`config.mk`:
```
export PLATFORM = sky130hd
export DESIGN_NAME = dsp_alu_req_sequencer
export DESIGN_NICKNAME = d
export VERILOG_FILES = /design/src/rtl/dsp_alu_req_sequencer.sv
export SDC_FILE = /design/constraint.sdc
export NUM_CORES = 1
export LEC_CHECK = 0
export ABC_AREA = 1
export CAP_MARGIN = 20
export CORE_ASPECT_RATIO = 1.2
export CORE_MARGIN = 2
export CORE_UTILIZATION = 40
export DETAILED_ROUTE_END_ITERATION = 16
export PLACE_DENSITY_LB_ADDON = 0.2
export SYNTH_ARGS = -nofsm -noshare
export SYNTH_HDL_FRONTEND = slang
export SYNTH_SLANG_ARGS = --single-unit
```
`constraint.sdc`:
```
create_clock -name clk_i -period 1.4 [get_ports clk_i]
set_clock_uncertainty 0.05 [all_clocks]
set_input_delay 0.21 -clock clk_i [delete_from_list [all_inputs] [get_ports clk_i]]
set_output_delay 0.21 -clock clk_i [all_outputs]
set_load 0.03 [all_outputs]
```
`src/rtl/dsp_alu_req_sequencer.sv`:
```
// Two-client front end for the 4-bit sequential ALU: arbitrates, clears the ALU,
// streams a/b/op nibbles, waits for done (with timeout) and returns a response.
module dsp_alu_req_sequencer #(
  parameter int unsigned TIMEOUT    = 4,
  parameter bit          FIXED_PRIO = 1'b0
) (
  input  logic       clk_i,
  input  logic       reset_i,
  input  logic       req0_valid_i,
  output logic       req0_ready_o,
  input  logic [3:0] req0_a_i,
  input  logic [3:0] req0_b_i,
  input  logic [3:0] req0_op_i,
  input  logic       req1_valid_i,
  output logic       req1_ready_o,
  input  logic [3:0] req1_a_i,
  input  logic [3:0] req1_b_i,
  input  logic [3:0] req1_op_i,
  output logic       rsp_valid_o,
  input  logic       rsp_ready_i,
  output logic       rsp_id_o,
  output logic [3:0] rsp_result_o,
  output logic [3:0] rsp_flags_o,
  output logic       rsp_err_o,
  output logic       alu_reset_o,
  output logic [3:0] alu_data_o,
  input  logic [3:0] alu_result_i,
  input  logic [3:0] alu_flags_i,
  output logic [7:0] txn_count_o
);

  typedef enum logic [2:0] {S_IDLE, S_CLR, S_OP1, S_OP2, S_OPC, S_WAIT, S_RESP} state_e;

  localparam logic [3:0] TO = 4'(TIMEOUT);

  state_e     state_q, state_d;
  logic [3:0] a_q, a_d, b_q, b_d, op_q, op_d;
  logic       id_q, id_d;
  logic       last_q, last_d;
  logic [3:0] wcnt_q, wcnt_d;
  logic [3:0] res_q, res_d, flg_q, flg_d;
  logic       err_q, err_d;
  logic [7:0] txn_q, txn_d;
  logic       gnt0, gnt1;
  logic [3:0] wcnt_inc;

  // last_q holds the most recent winner; requester 0 wins a tie unless it won last.
  assign gnt0     = req0_valid_i & (FIXED_PRIO | ~req1_valid_i | last_q);
  assign gnt1     = req1_valid_i & ~gnt0;
  assign wcnt_inc = wcnt_q + 4'd1;

  always_ff @(posedge clk_i) begin
    if (reset_i) begin
      state_q <= S_IDLE;
      a_q     <= '0;
      b_q     <= '0;
      op_q    <= '0;
      id_q    <= 1'b0;
      last_q  <= 1'b1;
      wcnt_q  <= '0;
      res_q   <= '0;
      flg_q   <= '0;
      err_q   <= 1'b0;
      txn_q   <= '0;
    end else begin
      state_q <= state_d;
      a_q     <= a_d;
      b_q     <= b_d;
      op_q    <= op_d;
      id_q    <= id_d;
      last_q  <= last_d;
      wcnt_q  <= wcnt_d;
      res_q   <= res_d;
      flg_q   <= flg_d;
      err_q   <= err_d;
      txn_q   <= txn_d;
    end
  end

  always_comb begin
    state_d = state_q;
    a_d     = a_q;
    b_d     = b_q;
    op_d    = op_q;
    id_d    = id_q;
    last_d  = last_q;
    wcnt_d  = wcnt_q;
    res_d   = res_q;
    flg_d   = flg_q;
    err_d   = err_q;
    txn_d   = txn_q;
    case (state_q)
      S_IDLE: begin
        if (gnt0 | gnt1) begin
          a_d     = gnt0 ? req0_a_i  : req1_a_i;
          b_d     = gnt0 ? req0_b_i  : req1_b_i;
          op_d    = gnt0 ? req0_op_i : req1_op_i;
          id_d    = gnt1;
          last_d  = gnt1;
          state_d = S_CLR;
        end
      end
      S_CLR: state_d = S_OP1;
      S_OP1: state_d = S_OP2;
      S_OP2: state_d = S_OPC;
      S_OPC: begin
        wcnt_d  = '0;
        state_d = S_WAIT;
      end
      S_WAIT: begin
        // done takes precedence over a timeout landing on the same cycle
        if (alu_flags_i[0]) begin
          res_d   = alu_result_i;
          flg_d   = alu_flags_i;
          err_d   = 1'b0;
          state_d = S_RESP;
        end else begin
          wcnt_d = wcnt_inc;
          if (wcnt_inc == TO) begin
            res_d   = '0;
            flg_d   = '0;
            err_d   = 1'b1;
            state_d = S_RESP;
          end
        end
      end
      S_RESP: begin
        if (rsp_ready_i) begin
          txn_d   = txn_q + 8'd1;
          state_d = S_IDLE;
        end
      end
      default: state_d = S_IDLE;
    endcase
  end

  always_comb begin
    alu_data_o = '0;
    if (!reset_i) begin
      case (state_q)
        S_OP1:   alu_data_o = a_q;
        S_OP2:   alu_data_o = b_q;
        S_OPC:   alu_data_o = op_q;
        default: alu_data_o = '0;
      endcase
    end
  end

  assign req0_ready_o = (state_q == S_IDLE) & ~reset_i & gnt0;
  assign req1_ready_o = (state_q == S_IDLE) & ~reset_i & gnt1;
  assign alu_reset_o  = reset_i | (state_q == S_CLR);
  assign rsp_valid_o  = (state_q == S_RESP);
  assign rsp_id_o     = id_q;
  assign rsp_result_o = res_q;
  assign rsp_flags_o  = flg_q;
  assign rsp_err_o    = err_q;
  assign txn_count_o  = txn_q;

endmodule
```
* Word-level counts from Yosys, hierarchy flattened *
Cells that the tools add are included.

storage, ports and cells
  input bits = 37
  logic and storage cells = 60
  flip-flop bits (word level) = 38
  output and inout bits = 26

cells by class
  multiplexer cells = 17
  equal/unequal tests = 11
  bitwise logic cells = 11
  reductions and logical operators = 8
  $add $sub $neg = 2

operators by type and width
  operator               count
  $mux W4                8
  $pmux W3 S7            1
  $mux W3                4
  $pmux W4 S3            1
  $eq A3 B3 Y1 const B   3
  $add A8 B1 Y8 const B  1
  $pmux W4 S2            1
  $reduce_and A2 Y1      4
  $eq A3 B2 Y1 const B   2
  $and A1 B1 Y1          5
  $add A4 B1 Y4 const B  1
  $eq A4 B3 Y1 const B   1
  $ne A2 B2 Y1 const B   2
  $reduce_bool A2 Y1     2
  $eq A3 B1 Y1 const B   1
  $logic_not A3 Y1       1
  $ne A3 B3 Y1 const B   1
  $not A1 Y1             3
  $or A1 B1 Y1           3
  $reduce_and A3 Y1      1
  $mux W1                2
  $ne A2 B1 Y1 const B   1

* Logic depth before layout (Yosys ltp) *
  depth in word-level cells = 8
  mapped depth = 9
  gate-level depth less buffers = 8

* Worst setup path before layout *
OpenSTA, ideal clock, no wires.

  kind = register to output
  start = register state_q[2]
  end = output alu_data_o[0]
  arrival = 1.382 ns
  required time = 1.140 ns
  slack = -0.242 ns
  stages on the path, launching flop included = 5
  buffers on the path = 0
  path through = dfxtp_1 > inv_1 > nor2_2 > nand2_1 > a31oi_1

between the ends
  word-level cells in the longest chain between the ends = 3

RTL lines
  what                                                 line  RTL
  from (decl)                                          36    state_e state_q, state_d;
  from (signal assigned)                               66    state_q <= state_d;
  $eq A3 B3 Y1 / $eq A3 B2 Y1 (equally long branches)  140   case (state_q)
  $pmux W4 S3 (*)                                      140
  $mux W4 (*)                                          139   if (!reset_i) begin
  to (decl)                                            26    output logic [3:0] alu_data_o,

Every way passes the cells marked *; elsewhere a longest branch is shown, timed or not.

* Final worst setup path *
  start = register state_q[0]
  end = output req0_ready_o

between the ends
  word-level cells in the longest chain between the ends = 3

RTL lines
  what                         line  RTL
  $logic_not A3 Y1             149   assign req0_ready_o = (state_q == S_IDLE) & ~reset_i & gnt0;
  $and A1 B1 Y1 (2 in series)  149
  to (decl)                    10    output logic req0_ready_o,

Every way passes these cells.

==> results.json <==
{
  "rsz0062_at_grt": "true",
  "grt_max_degree": 16,
  "cellPowerDensity_nw_per_um2": 935,
  "clock-root-buffer": "clkbuf_8",
  "multiInputGateArea_sq_um": 1230,
  "ant_nets": 0,
  "vias_per_cell": 4.81,
  "hold_buffers": 0,
  "path_cells": "inv_2 -> nand2_4 -> buf_4 -> nor2_4 -> nand2_4 -> nor2_4 -> buf_6",
  "synth_nets": 335,
  "drtPass1Iterations": 4,
  "cts-htree-levels": 2,
  "syn2layout_area_growth_pct": 58.1,
  "yosysWarnings": 0,
  "initial_core_util_pct": 40.8,
  "layout_setup_ws_ps": -212,
  "wl_per_cell_um": 11.4,
  "worst-endpoint-arrival_ps": 1350,
  "ir_worst_vdd_v": 0.000518,
  "worst-slew-pin-transition_ps": 385,
  "syn-mean-instance-area_sq_um": 6.66,
  "rr_endpoint": "a_q[3]$_SDFFE_PP0P_",
  "finalPower_uw": 2910,
  "timing.rr.start": "state_q[0]$_SDFFE_PP0P_",
  "worst-setup-path-type": "reg2out",
  "synth_cell_type_count": 23,
  "antenna_found_initial": 0,
  "cts_made_buffers": 5,
  "routed_wl_mm": 5.09,
  "synth_edf_count": 0,
  "synth_top_flop_cell": "dfxtp_1",
  "layout_common_cells": "72 x nand2_1, 46 x nor2_1, 35 x dfxtp_1, 35 x clkdlybuf4s50_1, 29 x buf_4",
  "async_reset_ff_share_pct": 0,
  "layout.nets": 424,
  "clock-sinks": 38,
  "drc": 0,
  "dpl.cell_count": 436,
  "cp.depth": 7,
  "fin_cells": 446,
  "io_buffer_count": 62,
  "synthCells": 296,
  "syn-cell-area_sq_um": 1970,
  "rrSetupSlack_ps": 20,
  "critPathRequiredTime_ps": 1140,
  "slowest_stage": "dfxtp_2",
  "final_common_cell": "nand2_1",
  "status": "complete, but fails checks",
  "clkTransAtPathRegs_ps": 70,
  "grt_pass1_vias": 1992,
  "gp_congestion": 0.799,
  "nFillCells": 430,
  "setup_viol": 7,
  "end_kind": "output port",
  "dp_hpwl_mm": 3.90,
  "insertedDiodeCount": 0,
  "drt_iter0_drc": 90,
  "placed_cell_area_sq_um": 2870,
  "endpoint": "req0_ready_o",
  "cts_tree": "done",
  "synth_area_leader_cell": "dfxtp_1",
  "max_clock_freq_ghz": 0.621,
  "track_usage_pct": 19.6,
  "maxCapViolCount": 0,
  "path_buf_inv": 3,
  "grt_overflow": 0,
  "hold_path.class": "reg2reg",
  "path_max_fanout": 3,
  "yosysSeqAreaShare_pct": 38.6,
  "clock_latency_ps": 280,
  "grt_pass1_wl_mm": 8.36,
  "crit_family": "simple AND/OR/NAND/NOR gates",
  "seq_area_sq_um": 764,
  "place_ws_ps": -402,
  "fin_crit_ps": 1610,
  "crit_start": "state_q[0]$_SDFFE_PP0P_",
  "post-route-period-util_pct": 115,
  "ios": 63,
  "slew_viol_final": 0,
  "drive_gt1_share_pct": 23.8,
  "finalHoldViolCount": 0,
  "violations": "setup timing",
  "design.die.area_sq_um": 5510,
  "die_h_um": 80.9,
  "critical-path-max-stage-delay_ps": 330,
  "synth_seq_cells": 38,
  "power.leakage_uw": 0.00139,
  "core_area_sq_um": 4830,
  "netlist.area_leader.share_pct": 38.6,
  "vias": 2144,
  "synth.area.top_cells": "dfxtp_1 39%, nand2_1 15%, nor2_1 9.3%",
  "num_rows": 28,
  "cts_buffer_depth": 2,
  "fin_util_pct": 64.5,
  "ff2ff_path_depth": 8,
  "critPathLaunchType": "flop",
  "final_area_sq_um": 3120,
  "maxSlewHeadroom_pct": 74.2,
  "die_x_um": 68.1
}
==> worst min path at each step <==
stage                                  from  depth (start not counted)                           end
2_1_floorplan                alu_flags_i[1]                          2   rsp_flags_o[1]$_SDFFE_PP0P_
3_3_place_gp   rsp_result_o[0]$_SDFFE_PP0P_                          2  rsp_result_o[0]$_SDFFE_PP0P_
6_report       rsp_result_o[2]$_SDFFE_PP0P_                          2  rsp_result_o[2]$_SDFFE_PP0P_
5_1_grt        rsp_result_o[3]$_SDFFE_PP0P_                          2  rsp_result_o[3]$_SDFFE_PP0P_
3_5_place_dp   rsp_result_o[2]$_SDFFE_PP0P_                          2  rsp_result_o[2]$_SDFFE_PP0P_
4_1_cts        rsp_result_o[2]$_SDFFE_PP0P_                          2  rsp_result_o[2]$_SDFFE_PP0P_
==> where the power goes <==
part	internal (uW)	switching [uW]	total, uW
clock network	397	371	768
registers	1180	58.2	1240
logic	401	506	908
total	1980	935	2910
==> cell usage after synthesis (3+ instances only) <==
master / number
a21oi_1: 20
a31oi_1: 4
buf_6: 3
clkbuf_1: 7
dfxtp_1: 38
inv_1: 19
nand2_1: 79
nand2_2: 3
nand3_1: 24
nand4_1: 10
nor2_1: 49
nor2_4: 3
o21ai_0: 20
==> kinds of logic (layout without fill, tap and decap cells) <==
family	count (synthesis)	in the layout	share of synthesized area, %
AOI/OAI and AO/OA	47	47	12.3
xor gates and xnor gates	3	3	1.33
adders and majority gates	2	2	1.27
buffers and inverters	33	123	7.55
DFF	38	38	38.6
and+or+nand+nor	173	173	39.0
==> sequential cells by signal, indices dropped and copies added, names as in the netlist, 3 cells and up <==
register,flops
a_q,4
wcnt_q,4
txn_count_o,8
rsp_flags_o,4
rsp_result_o,4
op_q,4
state_q,3
b_q,4
==> stage by stage <==
stage                     hold WS (ps)  TNS [ps]
final                              409     -1240
after global routing               430     -2040
after CTS                          413     -1120
after detailed placement           405     -7130
after global placement             398     -5750
after floorplan                    307      -186
==> per-layer routing <==
layer	global-route usage (%)	share of wire [%]	up-vias	routed length, um
li1	-	-	1141	-
met1	21.6	42	937	2140
met2	36.7	52	58	2640
met3	3.60	4.1	8	207
met4	6.80	2.0	0	104
met5	0	0	-	0
==> worst min-delay path: cells and delay by family (launching register included) <==
family           cells  cell delay, ps
AO/OA/AOI/OAI        1              50
AND/OR/NAND/NOR      1              60
flip-flops           1             310
==> repair_timing <==
item                       in CTS  in global routing
pin swaps                       3                  4
setup endpoints to repair      38                 23
gates resized for setup        43                 34
buffers inserted                1                  1
gates cloned                    0                  0
==> cell type report <==
cell class / instances / area share (%)
multi-input combinational: 225 / 39.6
inverter: 21 / 2.93
clock inverter: 1 / 0.161
sequential: 38 / 24.5
tap: 60 / 2.41
clock buffer: 7 / 2.77
timing repair buffer: 94 / 27.6
Note: power is estimated with default switching activity, not from simulation.
